$ cat config.mk
export PLATFORM = sky130hd
export DESIGN_NAME = vga_sync_gen
export DESIGN_NICKNAME = d
export VERILOG_FILES = /design/src/rtl/vga_sync_gen.sv
export SDC_FILE = /design/constraint.sdc
export NUM_CORES = 1
export LEC_CHECK = 0
export CAP_MARGIN = 5
export CORE_UTILIZATION = 58
export CTS_CLUSTER_SIZE = 28
export DETAILED_ROUTE_END_ITERATION = 6
export HOLD_SLACK_MARGIN = 0.03
export PLACE_DENSITY = 0.85
export SETUP_SLACK_MARGIN = 0.2
export SYNTH_ARGS = -nofsm -noshare
export SYNTH_HDL_FRONTEND = slang
export SYNTH_SLANG_ARGS = --single-unit
$ cat constraint.sdc
create_clock -name clk_25 -period 4.19 [get_ports clk_25]
set_input_delay 0.6285 -clock clk_25 [delete_from_list [all_inputs] [get_ports clk_25]]
set_output_delay 0.6285 -clock clk_25 [all_outputs]
set_load 0.05 [all_outputs]
$ cat src/rtl/vga_sync_gen.sv
// VGA raster timing generator: horizontal/vertical counters with registered sync, blanking,
// line/frame pulses and a wrapping frame counter. Every output comes straight from a flop.
module vga_sync_gen #(
  parameter int unsigned H_VISIBLE = 640,
  parameter int unsigned H_FRONT   = 16,
  parameter int unsigned H_SYNC    = 96,
  parameter int unsigned H_BACK    = 48,
  parameter int unsigned V_VISIBLE = 480,
  parameter int unsigned V_FRONT   = 10,
  parameter int unsigned V_SYNC    = 2,
  parameter int unsigned V_BACK    = 33
) (
  input  logic       clk_25,
  input  logic       reset,
  input  logic       en,
  output logic [9:0] h_count,
  output logic [9:0] v_count,
  output logic       bright,
  output logic       hsync,
  output logic       vsync,
  output logic       line_start,
  output logic       frame_start,
  output logic [7:0] frame_count
);

  localparam int unsigned HTotal = H_VISIBLE + H_FRONT + H_SYNC + H_BACK;
  localparam int unsigned VTotal = V_VISIBLE + V_FRONT + V_SYNC + V_BACK;

  localparam logic [9:0] HLast     = 10'(HTotal - 1);
  localparam logic [9:0] VLast     = 10'(VTotal - 1);
  localparam logic [9:0] HVis      = 10'(H_VISIBLE);
  localparam logic [9:0] VVis      = 10'(V_VISIBLE);
  localparam logic [9:0] HSyncBeg  = 10'(H_VISIBLE + H_FRONT);
  localparam logic [9:0] HSyncEnd  = 10'(H_VISIBLE + H_FRONT + H_SYNC);
  localparam logic [9:0] VSyncBeg  = 10'(V_VISIBLE + V_FRONT);
  localparam logic [9:0] VSyncEnd  = 10'(V_VISIBLE + V_FRONT + V_SYNC);

  logic [9:0] h_q, h_d;
  logic [9:0] v_q, v_d;
  logic       bright_q, bright_d;
  logic       hsync_q, hsync_d;
  logic       vsync_q, vsync_d;
  logic       line_start_q, line_start_d;
  logic       frame_start_q, frame_start_d;
  logic [7:0] frame_cnt_q, frame_cnt_d;

  // Decoded outputs are derived from the next-state counts so they line up with the counters.
  always_comb begin
    h_d           = h_q;
    v_d           = v_q;
    bright_d      = bright_q;
    hsync_d       = hsync_q;
    vsync_d       = vsync_q;
    line_start_d  = line_start_q;
    frame_start_d = frame_start_q;
    frame_cnt_d   = frame_cnt_q;
    if (en) begin
      if (h_q == HLast) begin
        h_d = '0;
        v_d = (v_q == VLast) ? '0 : v_q + 10'd1;
      end else begin
        h_d = h_q + 10'd1;
      end
      bright_d      = (h_d < HVis) && (v_d < VVis);
      hsync_d       = !((h_d >= HSyncBeg) && (h_d < HSyncEnd));
      vsync_d       = !((v_d >= VSyncBeg) && (v_d < VSyncEnd));
      line_start_d  = (h_d == '0);
      frame_start_d = (h_d == '0) && (v_d == '0);
      // Only a real move into (0,0) counts; a pulse held through a stall never re-triggers.
      if (frame_start_d) begin
        frame_cnt_d = frame_cnt_q + 8'd1;
      end
    end
  end

  always_ff @(posedge clk_25 or posedge reset) begin
    if (reset) begin
      h_q           <= HLast;
      v_q           <= VLast;
      bright_q      <= 1'b0;
      hsync_q       <= 1'b1;
      vsync_q       <= 1'b1;
      line_start_q  <= 1'b0;
      frame_start_q <= 1'b0;
      frame_cnt_q   <= '0;
    end else begin
      h_q           <= h_d;
      v_q           <= v_d;
      bright_q      <= bright_d;
      hsync_q       <= hsync_d;
      vsync_q       <= vsync_d;
      line_start_q  <= line_start_d;
      frame_start_q <= frame_start_d;
      frame_cnt_q   <= frame_cnt_d;
    end
  end

  assign h_count     = h_q;
  assign v_count     = v_q;
  assign bright      = bright_q;
  assign hsync       = hsync_q;
  assign vsync       = vsync_q;
  assign line_start  = line_start_q;
  assign frame_start = frame_start_q;
  assign frame_count = frame_cnt_q;

endmodule

# Word level (Yosys, flattened, before mapping)
# Cells that the tools add are included.
[word_totals]
register_bits = 33
in_bits = 3
output_inout_bits = 33
elab_cells = 33
[op_classes]
n_addsub = 3
order_cmp = 6
n_eq_ne = 2
muxes = 5
reduce_logical = 9
[ops]
columns = ["op", "count"]
rows = [
  ["2-to-1 mux 10 bit", 5],
  ["adder 10 x 1 -> 10 bit (second input constant)", 2],
  ["equality test 10 bit (second input constant)", 2],
  ["logical NOT 10 bit", 2],
  ["< comparator 10 bit (second input constant)", 2],
  ["< comparator 10 x 9 -> 1 bit (second input constant)", 2],
  ["greater-or-equal comparator 10 bit (second input constant)", 1],
  ["greater-or-equal comparator 10 x 9 -> 1 bit (second input constant)", 1],
  ["adder 8 x 1 -> 8 bit (second input constant)", 1],
  ["logical AND 1 bit", 4],
  ["logical NOT 1 bit", 2],
  ["AND reduction 2 bit", 1],
]

# Depth between registers and ports, before layout
[logic_depth]
depth_word = 7
ltp_mapped = 10
mapped_depth_nobuf = 9

# Least setup slack after synthesis
# No wires, ideal clock.
[synth_path]
kind = "register to register"
from = "register h_q[0] (netlist: h_count[0])"
to = "register frame_cnt_q[7] (netlist: frame_count[7])"
setup_time_ns = 0.082
arrival_time_ns = 2.708
required_ns = 4.108
setup_slack_ns = 1.400
stages_incl_launch_ff = 10
n_path_buf = 1
synth_period_minus_slack_ns = 2.790
path_cell_list = "dfstp_2 ha_1 and4_1 buf_2 a41oi_1 a221o_1 a2111oi_2 nand3b_4 nor3_2 xor2_1"
[synth_via]
elab_chain_cells = 6
word_cells_on_any_way = 10
cone_classes = "add/sub: 1; eq/ne: 1; mux: 4; reduce/logical: 4"
[synth_lines]
columns = ["element", "line_no", "text"]
rows = [
  ["from (decl)", "38", "logic [9:0] h_q, h_d;"],
  ["from (signal assigned)", "78", "h_q <= HLast;"],
  ["adder 10 x 1 -> 10 bit or equality test 10 bit (tied branches)", "62, 58", ""],
  ["2-to-1 mux 10 bit", "58", "if (h_q == HLast) begin"],
  ["2-to-1 mux 10 bit", "57", "if (en) begin"],
  ["logical NOT 10 bit", "68", "frame_start_d = (h_d == '0) && (v_d == '0);"],
  ["logical AND 1 bit (*)", "68", ""],
  ["AND reduction 2 bit (no line) (*)", "-", ""],
  ["to (signal assigned)", "94", "frame_cnt_q <= frame_cnt_d;"],
  ["to (decl)", "45", "logic [7:0] frame_cnt_q, frame_cnt_d;"],
]
# Mark *: on every way between the ends. The rest lies on a longest branch, timed or not. The select of a mux whose other input is x is not followed.
# A chain may end at the register's enable or synchronous reset.

# Worst setup path after layout
# Ends and elaborated chain as after synthesis.

==> results.cfg <==
[floorplan]
die_width_microns = 63.5
ioPinCount = 36
initial_util = 0.633
core_sq_um = 3470
die_h_microns = 63.5
dieArea_sq_um = 4040
rows = 21

[worst_setup_path]
path_class = reg -> reg
rr_startpoint = h_count[0]
worst_setup_path_start_kind = flip-flop
timing.critical_path.to = frame_count[7]
worstPathMaxFanout = 9
worst_r2r_endpoint = frame_count[7]
timing.reg2reg.setup_slack_ns = 1.36
crit_required_ns = 4.40
worstRegToRegCells = 8
worstSetupStartpoint = h_count[0]
worst-endpoint-arrival_ns = 3.04
critical_path.endpoint_type = flip-flop

[routing]
post_drt_via_cell_ratio = 5.97
drc_errors = 0
finalWirelength_microns = 4710
dr_total_vias = 1904
dr.pass1.iters = 4
routedWlPerCell_microns = 14.7
postRouteAntennaNets = 0
drt_iter0_markers = 127

[pwr]
ir_worst_vdd_mv = 0.292
totalPowerFinal_mw = 1.02
power.density_nw_per_um2 = 389
cellLeakagePower_nw = 1.10

[synth]
yosys_warnings = 0
syn_avg_cell_area_sq_um = 8.93
synth_top_area_cell = dfrtp_1
yosys.cell_types.count = 53
syn-instance-count = 246
synth_fp_nets = 254
synth.cell_area_sq_um = 2200
synth.top_cells.by_area = dfrtp_1, dfstp_2, nand2_1
yosys_most_used_dff = dfrtp_1
synth.ff_latch_count = 33
synth_edf_count = 0
post-synth-top-area-fraction = 0.239
async_s_r_ff_share_synth = 1.00
synth_seq_area_share = 0.383

[run]
drv_cap = 0

[layout]
diodes = 0
synthToLayoutAreaGrowth_pct = 19.5
fraction_of_final_layout_cells_sized_beyond_drive_strength_1 = 0.136
layout.cells.non_filler = 319
fill_cells = 263
final_cell_area_sq_um = 2630
finalNetCount = 280

[place]
dp.cells = 311
buffer_ports.inserted = 35
place_area_sq_um = 2540
dp_worst_setup_slack_ns = 1.35
gp_congestion = 0.866
dp_hpwl_microns = 3320

[clock_network]
cts.clk_slew.worst_paths_ns = 0.07
hold_buffers = 0
h-tree-depth = 2
cts_root_buf = clkbuf_8
tritoncts.num_buffers = 5
clkSinkCount = 33
cts-resized-gates = 0
post_cts.repair.setup_buffers = 0
cts_tree = built
ctsLongestPathBuffers = 2
clk-insertion-delay-late_ns = 0.28

[grt]
total_overflow_reported_by_the_global_router = 0
grt_max_degree = 34
first_pass_grt_wire_length_microns = 7870
antenna_found_initial = 0
grt_use_total = 0.251
first_global_vias = 1638

[sta]
timing.final.setup_violations = 0
totalNegativeSetupSlack_ns = 0
period_share = 0.676
setup_ws_ns = 1.36
timing.final.max_slew_violations = 0
slew_hr = 0.653
final_hold_viol_count = 0
final.min_clock_period_ns = 2.83
max_clock_freq_mhz = 353
worst_clock_skew_ns = 0.00445
unrepaired_setup_endpoints_after_global_routing = no
max_slew.worst_pin.slew_ns = 0.519

[status]
result_of_the_run = finished clean

[worst_hold_path]
min_path_type = reg -> reg
-- synthesized netlist by cell type (2+ instances only) --
master	instances
nand2_1	24
dfrtp_1	21
nand3_1	17
nor2_1	17
o21ai_0	13
clkbuf_1	12
dfstp_2	12
inv_1	11
xnor2_1	10
xor2_1	9
nand4_1	8
nor3_1	7
a21oi_1	6
and3_1	6
ha_1	5
mux2i_1	5
nor4_1	5
a21o_1	4
and2_1	4
buf_2	4
mux2_2	3
nand3b_1	3
nor3_2	3
a32oi_1	2
and4_1	2
nor3b_1	2
o211ai_1	2
o31ai_1	2
or4_1	2
or4_4	2
-- cell families after synthesis --
group	after synthesis	share of synthesized area
compound gates	42	0.137
xor+xnor	19	0.0757
fa+ha+maj	5	0.0285
buf+inv	30	0.0587
flops	33	0.383
mux	8	0.0382
simple gates	109	0.280
-- how the worst min path moves through the flow --
stage	startpoint	to	slack [ns]	cells after the start
after floorplan	vsync	vsync	0.59	2
after detailed placement	vsync	vsync	0.50	2
after CTS	vsync	vsync	0.51	2
after global placement	frame_count[7]	frame_count[7]	0.46	1
final	frame_count[7]	frame_count[7]	0.50	1
after global routing	frame_count[6]	frame_count[6]	0.52	1
-- power by group --
group	switching [mW]	internal [mW]
registers	0.0792	0.372
logic	0.207	0.132
clock network	0.119	0.114
-- worst max-delay path, stage by stage, from the launching register on --
cell	delay (ns)
dfstp_2	0.58
ha_1	0.28
and4_1	0.35
a41oi_1	0.07
a221o_1	0.36
a2111oi_2	0.49
nand3b_4	0.21
nor3_2	0.23
xor2_1	0.18
-- cells in the final DEF, fill, tap and decap left out, types with 3 or more instances in the layout --
cell type,count
clkdlybuf4s50_1,35
nand2_1,24
dfrtp_1,21
nand3_1,17
nor2_1,17
o21ai_0,13
dfstp_2,12
inv_1,11
xnor2_1,10
xor2_1,9
nand4_1,8
nor3_1,7
and3_1,6
a21oi_1,6
mux2i_1,5
nor4_1,5
ha_1,5
clkbuf_8,5
a21o_1,4
and2_1,4
nand3b_1,3
mux2_2,3
nor3_2,3
buf_4,3
-- registers in the layout (all words and copies together) (netlist names) --
| signal | count |
|---|---|
| v_count | 10 |
| line_start | 1 |
| hsync | 1 |
| vsync | 1 |
| bright | 1 |
| h_count | 10 |
| frame_count | 8 |
| frame_start | 1 |
-- per-stage QoR --
| step | util | hold WS, ns |
|---|---|---|
| final | 0.757 | 0.497 |
| after global routing | 0.757 | 0.524 |
| after CTS | 0.757 | 0.508 |
| after detailed placement | 0.732 | 0.498 |
| after global placement | 0.732 | 0.457 |
| after floorplan | - | 0.593 |
-- routing by layer --
layer  vias to the layer above  GRT usage  share of wire
li1                        938          -              -
met1                       890      0.336           0.46
met2                        63      0.392           0.48
met3                        13     0.0598          0.046
met4                         0     0.0909          0.018
met5                         -          0              0
-- final cells by class --
type	count	area, sq um	area share
clock inverters	3	17.5	0.00667
multi-input cells	183	1230	0.467
repair buffers	38	373	0.142
well taps	46	57.6	0.0219
clock buffers	5	68.8	0.0262
flip-flops and latches	33	841	0.320
inverters	11	41.3	0.0157
Power figures use the tool's default switching activity.
==> RTL edit 1: new RTL, same settings <==
Reset style: synchronous (`reset`), changed in one clocked block.
--- a/src/rtl/vga_sync_gen.sv
+++ b/src/rtl/vga_sync_gen.sv
@@ -73,7 +73,7 @@
     end
   end
 
-  always_ff @(posedge clk_25 or posedge reset) begin
+  always_ff @(posedge clk_25) begin
     if (reset) begin
       h_q           <= HLast;
       v_q           <= VLast;
Formal check against the unedited RTL: differs if reset is asserted again (counterexample within 4 cycles, from zero or initial values and one cycle with reset high); with reset held inactive, the same outputs for 10 cycles.
==> RTL edit 1 against the original RTL <==
Final area down 4.7%. Sequential cell count unchanged. Die area fell by 3.4%. Critical path type unchanged. Worst setup slack worse by 0.97 ns. Total power decreased by 24%. Combinational power is 30% lower. Sequential power decreased by 21%. Sequential share of layout area is 5.6 points lower. Wire length rose by 11%. Synthesized area fell by 3.5%.
==> RTL edit 1: results (changes against the original RTL) <==
Route:
- The final wirelength is 5240 um (was 4710 um).
- The initial DRC count is 215 (was 127).
- The count of vias placed by the detailed router came to 2079 (was 1904).
- The first-pass detailed-route iteration total is 6 (was 4).

Logic synthesis:
- The total of warnings raised by yosys is 0 (unchanged).
- The post-synthesis async set-or-reset flop share is 0% (was 100%).
- The net count after synthesis was 279 (was 254).
- The synthesized-area fraction occupied by ao, oa, aoi and oai cells was 19.3% (was 13.7%).
- The adder-cell share of the synthesized area is 2.95% (was 2.85%).
- The xor and xnor fraction of the mapped netlist area was 6.20% (was 7.57%).
- The post-synthesis mux area share came to 1.00% (was 3.82%).
- The flip-flop cell with the highest count after synthesis is dfxtp_1 (was dfrtp_1).
- The number of library cell types mapped by synthesis is 53 (unchanged).
- Cell types with the highest counts after synthesis: dfxtp_1, a21oi_1, nor2_1 (was nand2_1, dfrtp_1, nand3_1, nor2_1, o21ai_0).
- The sequential area share after synthesis is 31.2% (was 38.3%).
- Main area contributors after synthesis: dfxtp_1, a21oi_1, nor2_1 (was dfrtp_1, dfstp_2, nand2_1).

Clocking:
- The clock insertion delay at the later pin of the skew report is 0.34 ns (was 0.28 ns).
- The number of H-tree levels is 2 (unchanged).
- The maximum clock insertion buffer count is 2 (unchanged).
- The clock-pin slew of the registers on the worst-case setup and hold paths is 0.10 ns (was 0.07 ns).
- The root buffer cell is clkbuf_4 (was clkbuf_8).
- The post-CTS setup repair buffer count is 0 (unchanged).
- The CTS buffer count is 5 (unchanged).
- The count of instances resized after the clock tree is built is 0 (unchanged).

Finish:
- The fraction of layout cells with a size suffix above 1 came to 6.48% (was 13.6%).
- The number of fill cells is 271 (was 263).
- The diode insertion count for antenna repair is 0 (unchanged).
- The number of nets in the layout is 301 (was 280).

GRT:
- The via count of the first global-routing pass was 1832 (was 1638).
- The largest net degree at the start of global routing came to 34 (unchanged).
- The global router's overall resource usage is 28.4% (was 25.1%).
- The number of antenna violations at the first check in global routing is 0 (unchanged).
- The first-pass GRT wire length is 8830 um (was 7870 um).

Worst setup path:
- The peak fanout along the critical path came to 11 (was 9).
- The stage delay of the slowest cell on the critical path was 0.61 ns (was 0.58 ns).
- The gate family responsible for the most delay along the worst path is simple AND/OR/NAND/NOR gates (was compound AO/OA/AOI/OAI gates).
- The highest-delay cell along the critical path is or4_4 (was dfstp_2).

Placed design:
- The placer congestion estimate is 1.07 (was 0.866).
- The minimum setup slack after placement is 0.497 ns (was 1.35 ns).
- The half-perimeter wire length after detailed placement is 3580 um (was 3320 um).
- The count of port buffers added during placement is 35 (unchanged).

STA:
- The tightest slew margin relative to the limit was 58.9% (was 65.3%).
- The setup clock skew after layout came to 0.00420 ns (was 0.00445 ns).

Pwr:
- The cell leakage power is 0.864 nW (was 1.10 nW).
- The switching power of the nets came to 0.000288 W (was 0.000405 W).
- The maximum VDD drop is 0.000233 V (was 0.000292 V).

Outcome:
- Run status: complete, no violations (unchanged).

Min path:
- The classification of the worst-slack hold path was register to register (unchanged).
RTL edit 1: changes by cell type after synthesis, moves of 5 or more:
| cell | unedited run | this run |
|---|---|---|
| dfstp_2 | 12 | 0 |
| a21oi_1 | 6 | 24 |
| dfrtp_1 | 21 | 0 |
| nand3_1 | 17 | 12 |
| dfxtp_1 | 0 | 33 |
| clkbuf_1 | 12 | 18 |
| nor2_1 | 17 | 24 |
RTL edit 1: final timing paths:
path / to / depth (start not counted) / startpoint / slack [ns]
worst min-delay path: bright$_SDFFE_PP0P_ / 2 / bright$_SDFFE_PP0P_ / 0.46
worst max-delay path: frame_count[7]$_SDFFE_PP0P_ / 8 / h_count[0]$_SDFFE_PP1P_ / 0.39
worst max register to register: frame_count[7]$_SDFFE_PP0P_ / 8 / h_count[0]$_SDFFE_PP1P_ / 0.39
worst min register to register: bright$_SDFFE_PP0P_ / 2 / bright$_SDFFE_PP0P_ / 0.46
RTL edit 1: per-layer routing:
metal / routed length [um] / track usage, % / part of all wire [%] / up-vias
met5: 0 / 0 / 0 / -
met4: 78 / 10.2 / 1.5 / 0
met3: 374 / 4.93 / 7.1 / 8
met2: 2450 / 45.0 / 47 / 87
met1: 2340 / 38.6 / 45 / 960
li1: - / - / - / 1024
RTL edit 1: per-stage QoR:
| step | hold slack (ns) | cell area, um^2 | utilization, % | std cells | total power [W] |
|---|---|---|---|---|---|
| after floorplan | 0.686 | 2120 | - | 271 | 0.000539 |
| after global placement | 0.451 | 2440 | 71.3 | 332 | 0.000583 |
| after detailed placement | 0.457 | 2440 | 71.3 | 332 | 0.000587 |
| after CTS | 0.471 | 2490 | 72.9 | 339 | 0.000769 |
| after global routing | 0.526 | 2500 | 73.3 | 339 | 0.000819 |
| final | 0.465 | 2500 | 73.3 | 339 | 0.000776 |
RTL edit 1: layout make-up:
cell class | instances | area [um^2] | share of cell area (%)
Multi-Input combinational cell | 205 | 1320 | 52.6
Timing Repair Buffer | 39 | 380 | 15.2
Tap cell | 46 | 57.6 | 2.30
Clock buffer | 7 | 55.1 | 2.20
Sequential cell | 33 | 661 | 26.4
Inverter | 9 | 33.8 | 1.35
RTL edit 1: power groups by stage:
| stage | registers (W) | logic (W) | clock network [W] |
|---|---|---|---|
| CTS | 0.000355 | 0.000227 | 0.000188 |
| global route | 0.000360 | 0.000252 | 0.000207 |
| detailed placement | 0.000362 | 0.000226 | 0 |
| global placement | 0.000361 | 0.000222 | 0 |
| floorplan | 0.000389 | 0.000150 | 0 |
| finish | 0.000356 | 0.000235 | 0.000185 |
RTL edit 1: worst min-delay path, delay by kind of cell, from the launching register on:
family,cells,cell delay [ns]
simple gates,1,0.06
flops,1,0.32
compound gates,1,0.05
==> RTL edit 2: new RTL, same settings <==
Without the edit above. The parameter `H_BACK` goes from 48 to 24.
--- a/src/rtl/vga_sync_gen.sv
+++ b/src/rtl/vga_sync_gen.sv
@@ -4,7 +4,7 @@
   parameter int unsigned H_VISIBLE = 640,
   parameter int unsigned H_FRONT   = 16,
   parameter int unsigned H_SYNC    = 96,
-  parameter int unsigned H_BACK    = 48,
+  parameter int unsigned H_BACK    = 24,
   parameter int unsigned V_VISIBLE = 480,
   parameter int unsigned V_FRONT   = 10,
   parameter int unsigned V_SYNC    = 2,
Check against the original RTL: not equivalent (Yosys sat finds a counterexample within 4 cycles, from zero or initial values and one cycle with reset high).
==> RTL edit 2 against the original RTL <==
Clock power increased by 31%. Non-clock buffer count decreased by 1. Worst setup slack got worse by 0.54 ns. Count of clock-buffer cells in the layout increased by 2. Final area decreased by 0.57%. Total power increased by 14%. Wire length increased by 4.3%. Via count increased by 2.9%. Sequential cell count unchanged. Critical path depth unchanged. Synthesized area decreased by 2.2%. First-iteration DRC count increased by 3.1%. Clock skew increased by 0.0018 ns. Sequential share of layout area increased by 0.088 points. Critical endpoint is now frame_count[1]$_DFFE_PP0P_. Largest power group unchanged.
==> RTL edit 2: results (changes against the original RTL) <==
Finish:
- The fraction of layout cells with a size suffix above 1 was 11.4% (was 13.6%).
- The number of fill cells is 240 (was 263).
- The number of nets in the layout is 279 (was 280).

STA:
- The worst hold margin came to 0.467 ns (was 0.497 ns).
- The post-route clock period utilization is 80.5% (was 67.6%).
- The setup clock skew after layout is 0.00623 ns (was 0.00445 ns).
- The transition at the pin with the smallest max-transition slack is 0.987 ns (was 0.519 ns).

GRT:
- The largest net degree at the start of global routing is 28 (was 34).
- The via count of the first global-routing pass was 1763 (was 1638).
- The met2 demand-to-capacity share in global routing is 41.8% (was 39.2%).
- The first-pass GRT wire length is 8440 um (was 7870 um).
- The met1 track demand over resource in global routing is 37.5% (was 33.6%).
- The global routing met3 resource utilization was 6.57% (was 5.98%).
- The global router's overall resource usage was 27.6% (was 25.1%).

Worst setup path:
- The endpoint of the worst register-to-register path is frame_count[1]$_DFFE_PP0P_ (was frame_count[7]$_DFFE_PP0P_).
- The data arrival time of the critical path was 3.54 ns (was 3.04 ns).
- The peak fanout along the critical path came to 15 (was 9).
- The beginning of the worst register-to-register path is h_count[0]$_DFFE_PP1P_ (unchanged).
- The reg2reg setup slack is 0.82 ns (was 1.36 ns).

Min path:
- The number of cells on the worst hold path is 1 (unchanged).
- The endpoint of the worst hold-timing path is frame_count[7]$_DFFE_PP0P_ (unchanged).

Placed design:
- The placer congestion estimate is 0.911 (was 0.866).
- The minimum setup slack after placement is 0.909 ns (was 1.35 ns).
- The half-perimeter wire length after detailed placement was 3430 um (was 3320 um).

Route:
- The first-pass detailed-route iteration total is 5 (was 4).
- The wire length on met1 was 2180 um (was 2150 um).
- The initial DRC count was 131 (was 127).
- The mean routed wirelength per cell is 15.4 um (was 14.7 um).
- The count of vias placed by the detailed router is 1960 (was 1904).
- The met3 routed wirelength came to 335 um (was 218 um).
- The wire length on met2 was 2250 um (about the same).

Clocking:
- The post-CTS setup repair buffer count is 0 (unchanged).
- The CTS buffer count is 5 (unchanged).

Outcome:
- Run status: complete, no violations (unchanged).

Pwr:
- The cell leakage power was 1.08 nW (was 1.10 nW).
- The maximum VDD drop was 0.000546 V (was 0.000292 V).

Logic synthesis:
- The sequential area share after synthesis is 39.0% (was 38.3%).
- The number of library cell types mapped by synthesis is 54 (was 53).
- Main area contributors after synthesis: dfrtp_1, dfstp_2, nand2_1 (unchanged).
- Cell types with the highest counts after synthesis: nand2_1, dfrtp_1, nor2_1 (was nand2_1, dfrtp_1, nand3_1, nor2_1, o21ai_0).
- The net count after synthesis is 251 (was 254).
[RTL edit 2: cell count changes in the layout (fill, tap and decap cells not counted), sizes merged, moves of 3 or more]
| cell | change |
|---|---|
| nand3 | -7 |
| a21oi | +4 |
| or4 | -4 |
| a21o | -3 |
| and2 | -3 |
| mux2i | -3 |
| o2111ai | +3 |
| or3 | +3 |
[RTL edit 2: layout make-up]
class	instances	share of cell area [%]
Tap cell	46	2.20
Inverter	11	1.58
Multi-Input combinational cell	183	45.7
Timing Repair Buffer	37	14.0
Clock inverter	1	1.15
Sequential cell	33	32.1
Clock buffer	7	3.31
[RTL edit 2: worst max-delay path: stages (launching register included)]
cell       delay, ns
dfstp_2         0.61
ha_1            0.35
nand4bb_1       0.24
nor3_2          0.69
o211ai_1        0.24
a211oi_2        0.29
nand4bb_2       0.23
or2_4           0.31
mux2_4          0.30
[RTL edit 2: logic make-up after synthesis]
group,after synthesis,synth area share (%)
AOI/OAI and AO/OA,49,15.0
xor gates and xnor gates,19,7.75
adders and majority gates,5,2.91
buffers and inverters,27,5.47
DFF,33,39.0
muxes,7,3.73
and+or+nand+nor,103,26.1
[RTL edit 2: stage by stage]
| step | cell area, um^2 | util, % | power, W | cells |
|---|---|---|---|---|
| floorplan | 2150 | - | 0.000753 | 243 |
| global placement | 2490 | 72.5 | 0.000852 | 310 |
| detailed placement | 2490 | 72.5 | 0.000862 | 310 |
| CTS | 2610 | 75.9 | 0.00117 | 318 |
| global route | 2610 | 75.9 | 0.00123 | 318 |
| finish | 2610 | 75.9 | 0.00117 | 318 |
[RTL edit 2: where the power goes]
part,internal [W],switching (W)
logic,0.000153,0.000256
registers,0.000369,0.0000810
clock network,0.000194,0.000113
total,0.000716,0.000450
